### config.mk
export PLATFORM = sky130hd
export DESIGN_NAME = uart_frame_parser
export DESIGN_NICKNAME = d
export VERILOG_FILES = /design/src/rtl/uart_frame_parser.sv
export SDC_FILE = /design/constraint.sdc
export NUM_CORES = 1
export LEC_CHECK = 0
export ABC_AREA = 1
export BUFFER_PORTS_ARGS = -buffer_cell sky130_fd_sc_hd__buf_2
export CAP_MARGIN = 0
export CORE_MARGIN = 4
export CORE_UTILIZATION = 65
export DETAILED_ROUTE_END_ITERATION = 12
export HOLD_SLACK_MARGIN = 0.02
export PLACE_DENSITY = 0.81
export SLEW_MARGIN = 10
export SYNTH_ARGS = -nofsm -noshare
export SYNTH_HDL_FRONTEND = slang
export SYNTH_SLANG_ARGS = --single-unit
export TNS_END_PERCENT = 100
### constraint.sdc
create_clock -name clk -period 4.3 [get_ports clk]
set_clock_uncertainty 0.05 [all_clocks]
set_input_delay 0.43 -clock clk [delete_from_list [all_inputs] [get_ports clk]]
set_output_delay 0.43 -clock clk [all_outputs]
set_load 0.005 [all_outputs]
### src/rtl/uart_frame_parser.sv
// Byte-stream framer: hunts for SYNC, parses CMD/LEN/PAYLOAD/CSUM, checks the XOR
// checksum and holds each good frame for the consumer behind a valid/ack handshake.
//
// state   | meaning
// HUNT    | discarding bytes until SYNC_BYTE arrives
// CMD     | waiting for the command byte
// LEN     | waiting for the payload length byte
// PAYLOAD | storing payload bytes into the buffer
// CSUM    | waiting for the XOR checksum byte
// HOLD    | good frame held, incoming bytes dropped until ack
module uart_frame_parser #(
    parameter logic [7:0] SYNC_BYTE      = 8'hA5,
    parameter int         MAX_LEN        = 16,
    parameter int         TIMEOUT_CYCLES = 72_000,
    localparam int        LEN_W          = $clog2(MAX_LEN + 1),
    localparam int        ADDR_W         = $clog2(MAX_LEN),
    localparam int        IDLE_W         = $clog2(TIMEOUT_CYCLES)
) (
    input  logic              clk,
    input  logic              rst_n,
    input  logic [7:0]        rx_data,
    input  logic              rx_valid,
    input  logic              rx_error,
    output logic              frame_valid,
    output logic [7:0]        frame_cmd,
    output logic [LEN_W-1:0]  frame_len,
    input  logic              frame_ack,
    input  logic [ADDR_W-1:0] rd_addr,
    output logic [7:0]        rd_data,
    output logic              busy,
    output logic [7:0]        csum_err_cnt,
    output logic [7:0]        drop_cnt,
    output logic [7:0]        timeout_cnt
);

    typedef enum logic [2:0] {
        HUNT, CMD, LEN, PAYLOAD, CSUM, HOLD
    } state_t;

    state_t            state, state_next;
    logic [7:0]        xor_acc;
    logic [ADDR_W-1:0] idx;
    logic [IDLE_W-1:0] idle;
    logic [7:0]        payload_buf [0:MAX_LEN-1];

    logic ev_csum_err, ev_drop, ev_timeout, buf_we, accept;
    logic last_byte;

    assign accept    = rx_valid && !rx_error;
    assign last_byte = (LEN_W'(idx) + LEN_W'(1)) == frame_len;

    function automatic logic [7:0] sat_inc(input logic [7:0] c, input logic ev);
        return (ev && c != 8'hFF) ? c + 8'd1 : c;
    endfunction

    always_comb begin
        state_next  = state;
        ev_csum_err = 1'b0;
        ev_drop     = 1'b0;
        ev_timeout  = 1'b0;
        buf_we      = 1'b0;
        case (state)
            HUNT: begin
                if (rx_valid && rx_data == SYNC_BYTE)
                    state_next = CMD;
            end
            HOLD: begin
                ev_drop = rx_valid;
                if (frame_ack)
                    state_next = HUNT;
            end
            default: begin
                if (rx_error) begin
                    state_next = HUNT;
                    ev_timeout = 1'b1;
                end else if (rx_valid) begin
                    case (state)
                        CMD: state_next = LEN;
                        LEN: begin
                            if (int'(rx_data) > MAX_LEN) begin
                                state_next  = HUNT;
                                ev_csum_err = 1'b1;
                            end else if (rx_data == 8'd0) begin
                                state_next = CSUM;
                            end else begin
                                state_next = PAYLOAD;
                            end
                        end
                        PAYLOAD: begin
                            buf_we = 1'b1;
                            if (last_byte)
                                state_next = CSUM;
                        end
                        CSUM: begin
                            if (rx_data == xor_acc) begin
                                state_next = HOLD;
                            end else begin
                                state_next  = HUNT;
                                ev_csum_err = 1'b1;
                            end
                        end
                        default: state_next = HUNT;
                    endcase
                end else if (idle == IDLE_W'(TIMEOUT_CYCLES - 1)) begin
                    state_next = HUNT;
                    ev_timeout = 1'b1;
                end
            end
        endcase
    end

    always_ff @(posedge clk) begin
        if (!rst_n) begin
            state        <= HUNT;
            busy         <= 1'b0;
            frame_valid  <= 1'b0;
            frame_cmd    <= 8'd0;
            frame_len    <= '0;
            xor_acc      <= 8'd0;
            idx          <= '0;
            idle         <= '0;
            csum_err_cnt <= 8'd0;
            drop_cnt     <= 8'd0;
            timeout_cnt  <= 8'd0;
            rd_data      <= 8'd0;
        end else begin
            state       <= state_next;
            busy        <= state_next != HUNT;
            frame_valid <= state_next == HOLD;
            rd_data     <= payload_buf[rd_addr];

            if (accept) begin
                case (state)
                    CMD: begin
                        frame_cmd <= rx_data;
                        xor_acc   <= rx_data;
                    end
                    LEN: begin
                        frame_len <= LEN_W'(rx_data);
                        xor_acc   <= xor_acc ^ rx_data;
                        idx       <= '0;
                    end
                    PAYLOAD: begin
                        xor_acc <= xor_acc ^ rx_data;
                        idx     <= idx + ADDR_W'(1);
                    end
                    default: ;
                endcase
            end

            // idle only advances while a frame is in flight and nothing arrives
            if (rx_valid || state == HUNT || state == HOLD || state_next == HUNT)
                idle <= '0;
            else
                idle <= idle + IDLE_W'(1);

            csum_err_cnt <= sat_inc(csum_err_cnt, ev_csum_err);
            drop_cnt     <= sat_inc(drop_cnt, ev_drop);
            timeout_cnt  <= sat_inc(timeout_cnt, ev_timeout);
        end
    end

    always_ff @(posedge clk) begin
        if (buf_we)
            payload_buf[idx] <= rx_data;
    end

endmodule
Yosys cells after proc, flatten, opt, wreduce, memory -nomap -nowiden
Memories as Yosys holds them, arrays and structs flattened. A register that Yosys moved wholly into a read port is not among the register bits.
Cells that the tools add are included.
- register bits after elaboration: 71
- memory bits (writable): 128
- input port bits: 17
- output and inout port bits: 47
- logic and storage cells: 87
- memories kept: 1
- memory list (memory ; depth ; width ; rd ports ; clocked after Yosys merged registers in ; wr ports ; line ; source):
    payload_buf ; 16 ; 8 ; 1 ; 1 ; 1 ; 44 ; logic [7:0] payload_buf [0:MAX_LEN-1];
- add/sub/neg operators: 6
- magnitude comparators: 1
- equality and inequality tests: 13
- muxes and demuxes: 30
- bitwise gates (word level): 2
- reductions and logical operators: 23
- operators with widths (operator ; number):
    two-way mux 3 bit ; 9
    adder 8 x 1 -> 8 bit, second input constant ; 3
    != test 8 bit, second input constant ; 3
    adder 17 x 1 -> 17 bit, second input constant ; 1
    equality test 17 bit, second input constant ; 1
    two-way mux 1 bit ; 16
    one-hot mux 8 bit (2 select lines) ; 1
    one-hot mux 3 bit (4 select lines) ; 1
    equality test 3 bit, second input constant ; 3
    equality test 8 bit ; 1
    equality test 8 bit, second input constant ; 1
    greater-than comparator 8 x 5 -> 1 bit, second input constant ; 1
    logical NOT 8 bit ; 1
    one-hot mux 4 bit (2 select lines) ; 1
    AND reduction 2 bit ; 4
    XOR 8 bit ; 1
    equality test 3 x 2 -> 1 bit, second input constant ; 2
    logical NOT 3 bit ; 2
    one-hot mux 3 bit (2 select lines) ; 1
    OR reduction 2 bit ; 3
    adder 4 x 1 -> 5 bit, second input constant ; 1
    equality test 5 bit ; 1
    logical AND 1 bit ; 5
    adder 4 x 1 -> 4 bit, second input constant ; 1
    7 further kinds ; 11

Longest topological paths before layout
- depth after elaboration: 10
- mapped depth: 15
- depth with buffers taken out: 14

Least setup slack after synthesis
No wires, ideal clock.
- path kind: register to register
- from: register idx[0]
- to: register idle[7]
- setup time: 0.121 ns
- arrival time: 1.926 ns
- required time: 4.129 ns
- setup slack: 2.203 ns
- stages on the path, launching flop included: 16
- path buffers: 1
- period minus slack after synthesis: 2.097 ns
- path through: dfxtp_1 > inv_2 > ha_1 > xnor2_1 > nand3_1 > nor2_1 > nand3_1 > nand2_1 > nand3_1 > nand2_1 > nand3_2 > nand2_2 > nand2_2 > nand2_4 > buf_12 > nor2_4
- word-level cells in the longest chain between the ends: 10
- RTL lines (element ; line ; source):
    start, declared ; 42 ; logic [ADDR_W-1:0] idx;
    start signal, assigned ; 145 ; idx <= idx + ADDR_W'(1);
    adder 4 x 1 -> 5 bit ; 50 ; assign last_byte = (LEN_W'(idx) + LEN_W'(1)) == frame_len;
    equality test 5 bit ; 50 ;
    two-way mux 3 bit ; 91 ; if (last_byte)
    one-hot mux 3 bit (4 select lines) ; 77 ; case (state)
    two-way mux 3 bit ; 76 ; end else if (rx_valid) begin
    two-way mux 3 bit ; 73 ; if (rx_error) begin
    one-hot mux 3 bit (2 select lines) ; 62 ; case (state)
    logical NOT 3 bit ; 152 ; if (rx_valid || state == HUNT || state == HOLD || state_next == HUNT)
    logical OR 1 bit ; 152 ;
    OR reduction 2 bit (no line) ; - ;
    end signal, assigned ; 155 ; idle <= idle + IDLE_W'(1);
    end, declared ; 43 ; logic [IDLE_W-1:0] idle;
Every way passes these cells.
A chain may end at the register's enable or synchronous reset.

Worst setup path after layout
- from: register idx[0]
- to: register idle[5]
The elaborated chain is that of the path after synthesis.

==> results.py <==
metrics = {
    "run_status": {
        "status": "completed",
    },
    "logic_synthesis": {
        "yosysTopAreaCell": "edfxtp_1",
        "synthCells": 874,
        "yosys_warnings": 0,
        "netlist.area_leader.share_pct": 43.4,
        "synthesis.area_um2": 8870,
        "synth_cell_type_count": 41,
        "synth_edf_count": 128,
        "synth-seq-area-share_pct": 61.2,
        "syn_nets": 899,
        "ys_seq_elements": 207,
        "ys_top_cells_by_area": "edfxtp_1, dfxtp_1, o21ai_0",
        "ys_async_sr_fraction_pct": 0,
        "syn_avg_cell_area_um2": 10.1,
        "ys.flop_type": "edfxtp_1",
    },
    "pwr": {
        "p_total_mw": 4.17,
        "p_per_area_nw_per_um2": 417,
        "power_leakage_nw": 3.57,
        "peakVddDrop_mv": 0.260,
    },
    "die": {
        "rows": 42,
        "die_h_um": 125,
        "start_util_pct": 66.7,
        "fp.dieW_um": 125,
        "io_pins": 64,
        "core_um2": 13300,
        "die_area_um2": 15600,
    },
    "sta": {
        "worstMarginPinSlew_ns": 1.03,
        "finalHoldViolations": 0,
        "hold-worst-slack_ns": 0.267,
        "timing.slew.headroom_pct": 31.6,
        "slew_violations": 0,
        "max_freq_mhz": 398,
        "finalCriticalPeriod_ns": 2.51,
        "setup_viol": 0,
        "rsz0062_at_grt": "false",
        "min_period_over_period_pct": 58.4,
        "finalSetupTns_ns": 0,
    },
    "flow_run": {
        "maxCapViolCount": 0,
    },
    "drt": {
        "dr_total_vias": 6816,
        "drt_first_pass_iters": 6,
        "ant_nets": 0,
        "vias_per_cell": 6.08,
        "route.detailed.drc": 0,
        "drt_iter0_drc": 694,
        "wl_um": 21200,
        "wire_per_inst_um": 18.9,
    },
    "finish": {
        "drive_gt1_share_pct": 16.6,
        "layout.nets": 955,
        "fin_util_pct": 75.2,
        "fin_area_um2": 10000,
        "num_antenna_cells": 0,
        "syn_to_final_growth_pct": 12.8,
    },
    "hold_path": {
        "hold_class": "in -> reg",
    },
    "global_routing": {
        "gr-usage-met3_pct": 4.12,
        "use_met2_pct": 47.1,
        "grt-ovfl-total": 0,
        "antenna_found_initial": 0,
        "busiest_layer": "met2",
        "use_met1_pct": 34.3,
        "grt_first_pass_wirelength_um": 34400,
        "grt_max_degree": 65,
        "grt_pass1_vias": 6691,
        "grtUsageTotal_pct": 27.0,
    },
    "clock_tree": {
        "cts_tree": "yes",
        "ctsResizeCount": 0,
        "numCtsBuffers": 21,
        "htreeDepth": 1,
        "cts_hold_buf": 0,
        "worst_skew_pair.late_latency_ns": 0.49,
        "clk_path_buf_depth": 3,
        "cts.sinks": 207,
        "post_cts_buffers": 0,
        "path_clk_slew_ns": 0.06,
        "cts_root_buf": "clkbuf_16",
    },
    "place": {
        "postPlaceCellArea_um2": 9270,
        "place_hpwl_um": 13500,
        "place.gp.congestion": 0.999,
        "portBuffers": 63,
    },
    "worst_setup_path": {
        "critPathKind": "reg -> reg",
        "crit_path_frequent_cell": "nand3_1",
        "required_ns": 4.61,
        "max_stage_delay_ns": 0.49,
        "endpoint_kind": "flop",
        "slowest_stage": "dfxtp_1",
        "start_kind": "flop",
        "crit_chain": "inv_2, ha_1, xnor2_1, nand3_1, nor2_1, nand3_1, nand2_1, nand3_1, nand2_1, nand3_2, nand2_2, nand2_2, nand2_4, nor2_1",
        "cp.arrival_ns": 2.83,
        "cp_max_fo": 17,
    },
}
-- stage by stage --
stage / instances / worst slack [ns]
after global routing: 1121 / 1.56
after floorplan: 874 / 2.20
after detailed placement: 1083 / 1.81
after CTS: 1121 / 1.83
after global placement: 1083 / 1.89
final: 1121 / 1.79
-- cell usage in the layout, fill, tap and decap left out, types with 5 or more instances in the layout --
master     Yosys  final
a21oi_1       45     45
a22oi_1        6      6
buf_2          1     63
clkbuf_16      0     23
dfxtp_1       79     79
edfxtp_1     128    128
ha_1           8      8
inv_1         68     68
inv_2         19     19
nand2_1       91     91
nand2_2        6      6
nand3_1       31     31
nand4_1       10     10
nor2_1       117    117
nor2_2         5      5
nor2_4        11     11
nor3_1        16     16
nor3_2         5      5
nor4_1        13     13
o211ai_1      12     12
o21ai_0       96     96
o21ai_1        7      7
o221ai_1      20     20
o22ai_1       12     12
xor2_1        13     13
-- area by class of cell --
class	count	area, µm²
clock buffer	27	621
clock inverter	11	116
fill	889	3290
inverter	87	327
multi-input combinational	546	2950
sequential	207	5430
tap	176	220
timing repair buffer	67	345
-- worst paths after layout --
kind	startpoint	end	slack (ns)	cells after the start
max	idx[0]$_SDFFE_PN0P_	idle[5]$_SDFF_PP0_	1.79	14
min	frame_ack	frame_valid$_SDFF_PN0_	0.27	6
max reg2reg	idx[0]$_SDFFE_PN0P_	idle[5]$_SDFF_PP0_	1.79	14
min reg2reg	idle[0]$_SDFF_PP0_	idle[0]$_SDFF_PP0_	0.42	1
-- power breakdown --
part,internal (mW),switching [mW]
Sequential,2.11,0.00248
Combinational,0.0419,0.122
Clock,1.15,0.753
-- sequential cells by signal (all words and copies together), names as in the netlist --
| name | flops |
|---|---|
| payload_buf | 128 |
| timeout_cnt | 8 |
| frame_valid | 1 |
| xor_acc | 8 |
| csum_err_cnt | 8 |
| busy | 1 |
| idle | 17 |
| rd_data | 8 |
| state | 3 |
| drop_cnt | 8 |
| frame_cmd | 8 |
| frame_len | 5 |
| idx | 4 |
-- per-layer routing --
metal,routed length [µm],vias up
met5,0,-
met4,620,0
met3,1740,60
met2,10700,357
met1,8170,3231
li1,-,3168
-- Yosys cell counts (11+ instances only) --
cell,count
xor2_1,13
nor4_1,13
inv_1,68
clkbuf_1,27
a21oi_1,45
o221ai_1,20
nor2_1,117
o21ai_0,96
nor3_1,16
o211ai_1,12
edfxtp_1,128
nor2_4,11
inv_2,19
nand2_1,91
nand3_1,31
o22ai_1,12
dfxtp_1,79
-- worst max-delay path, delay by kind of cell, from the launching register on --
| family | cells | cell delay, ns |
|---|---|---|
| XOR/XNOR | 1 | 0.14 |
| adder cells (fa/ha/maj) | 1 | 0.34 |
| buffers and inverters | 1 | 0.12 |
| flip-flops | 1 | 0.49 |
| AND/OR/NAND/NOR | 11 | 1.22 |
-- logic make-up after synthesis --
kind of cell    after synthesis  synth area share [%]
xor+xnor                     18                  1.86
buf+inv                     121                  5.53
compound gates              203                  13.1
fa+ha+maj                     8                  1.13
simple gates                317                  17.2
flops                       207                  61.2
Note: power is estimated with default switching activity, not from simulation.
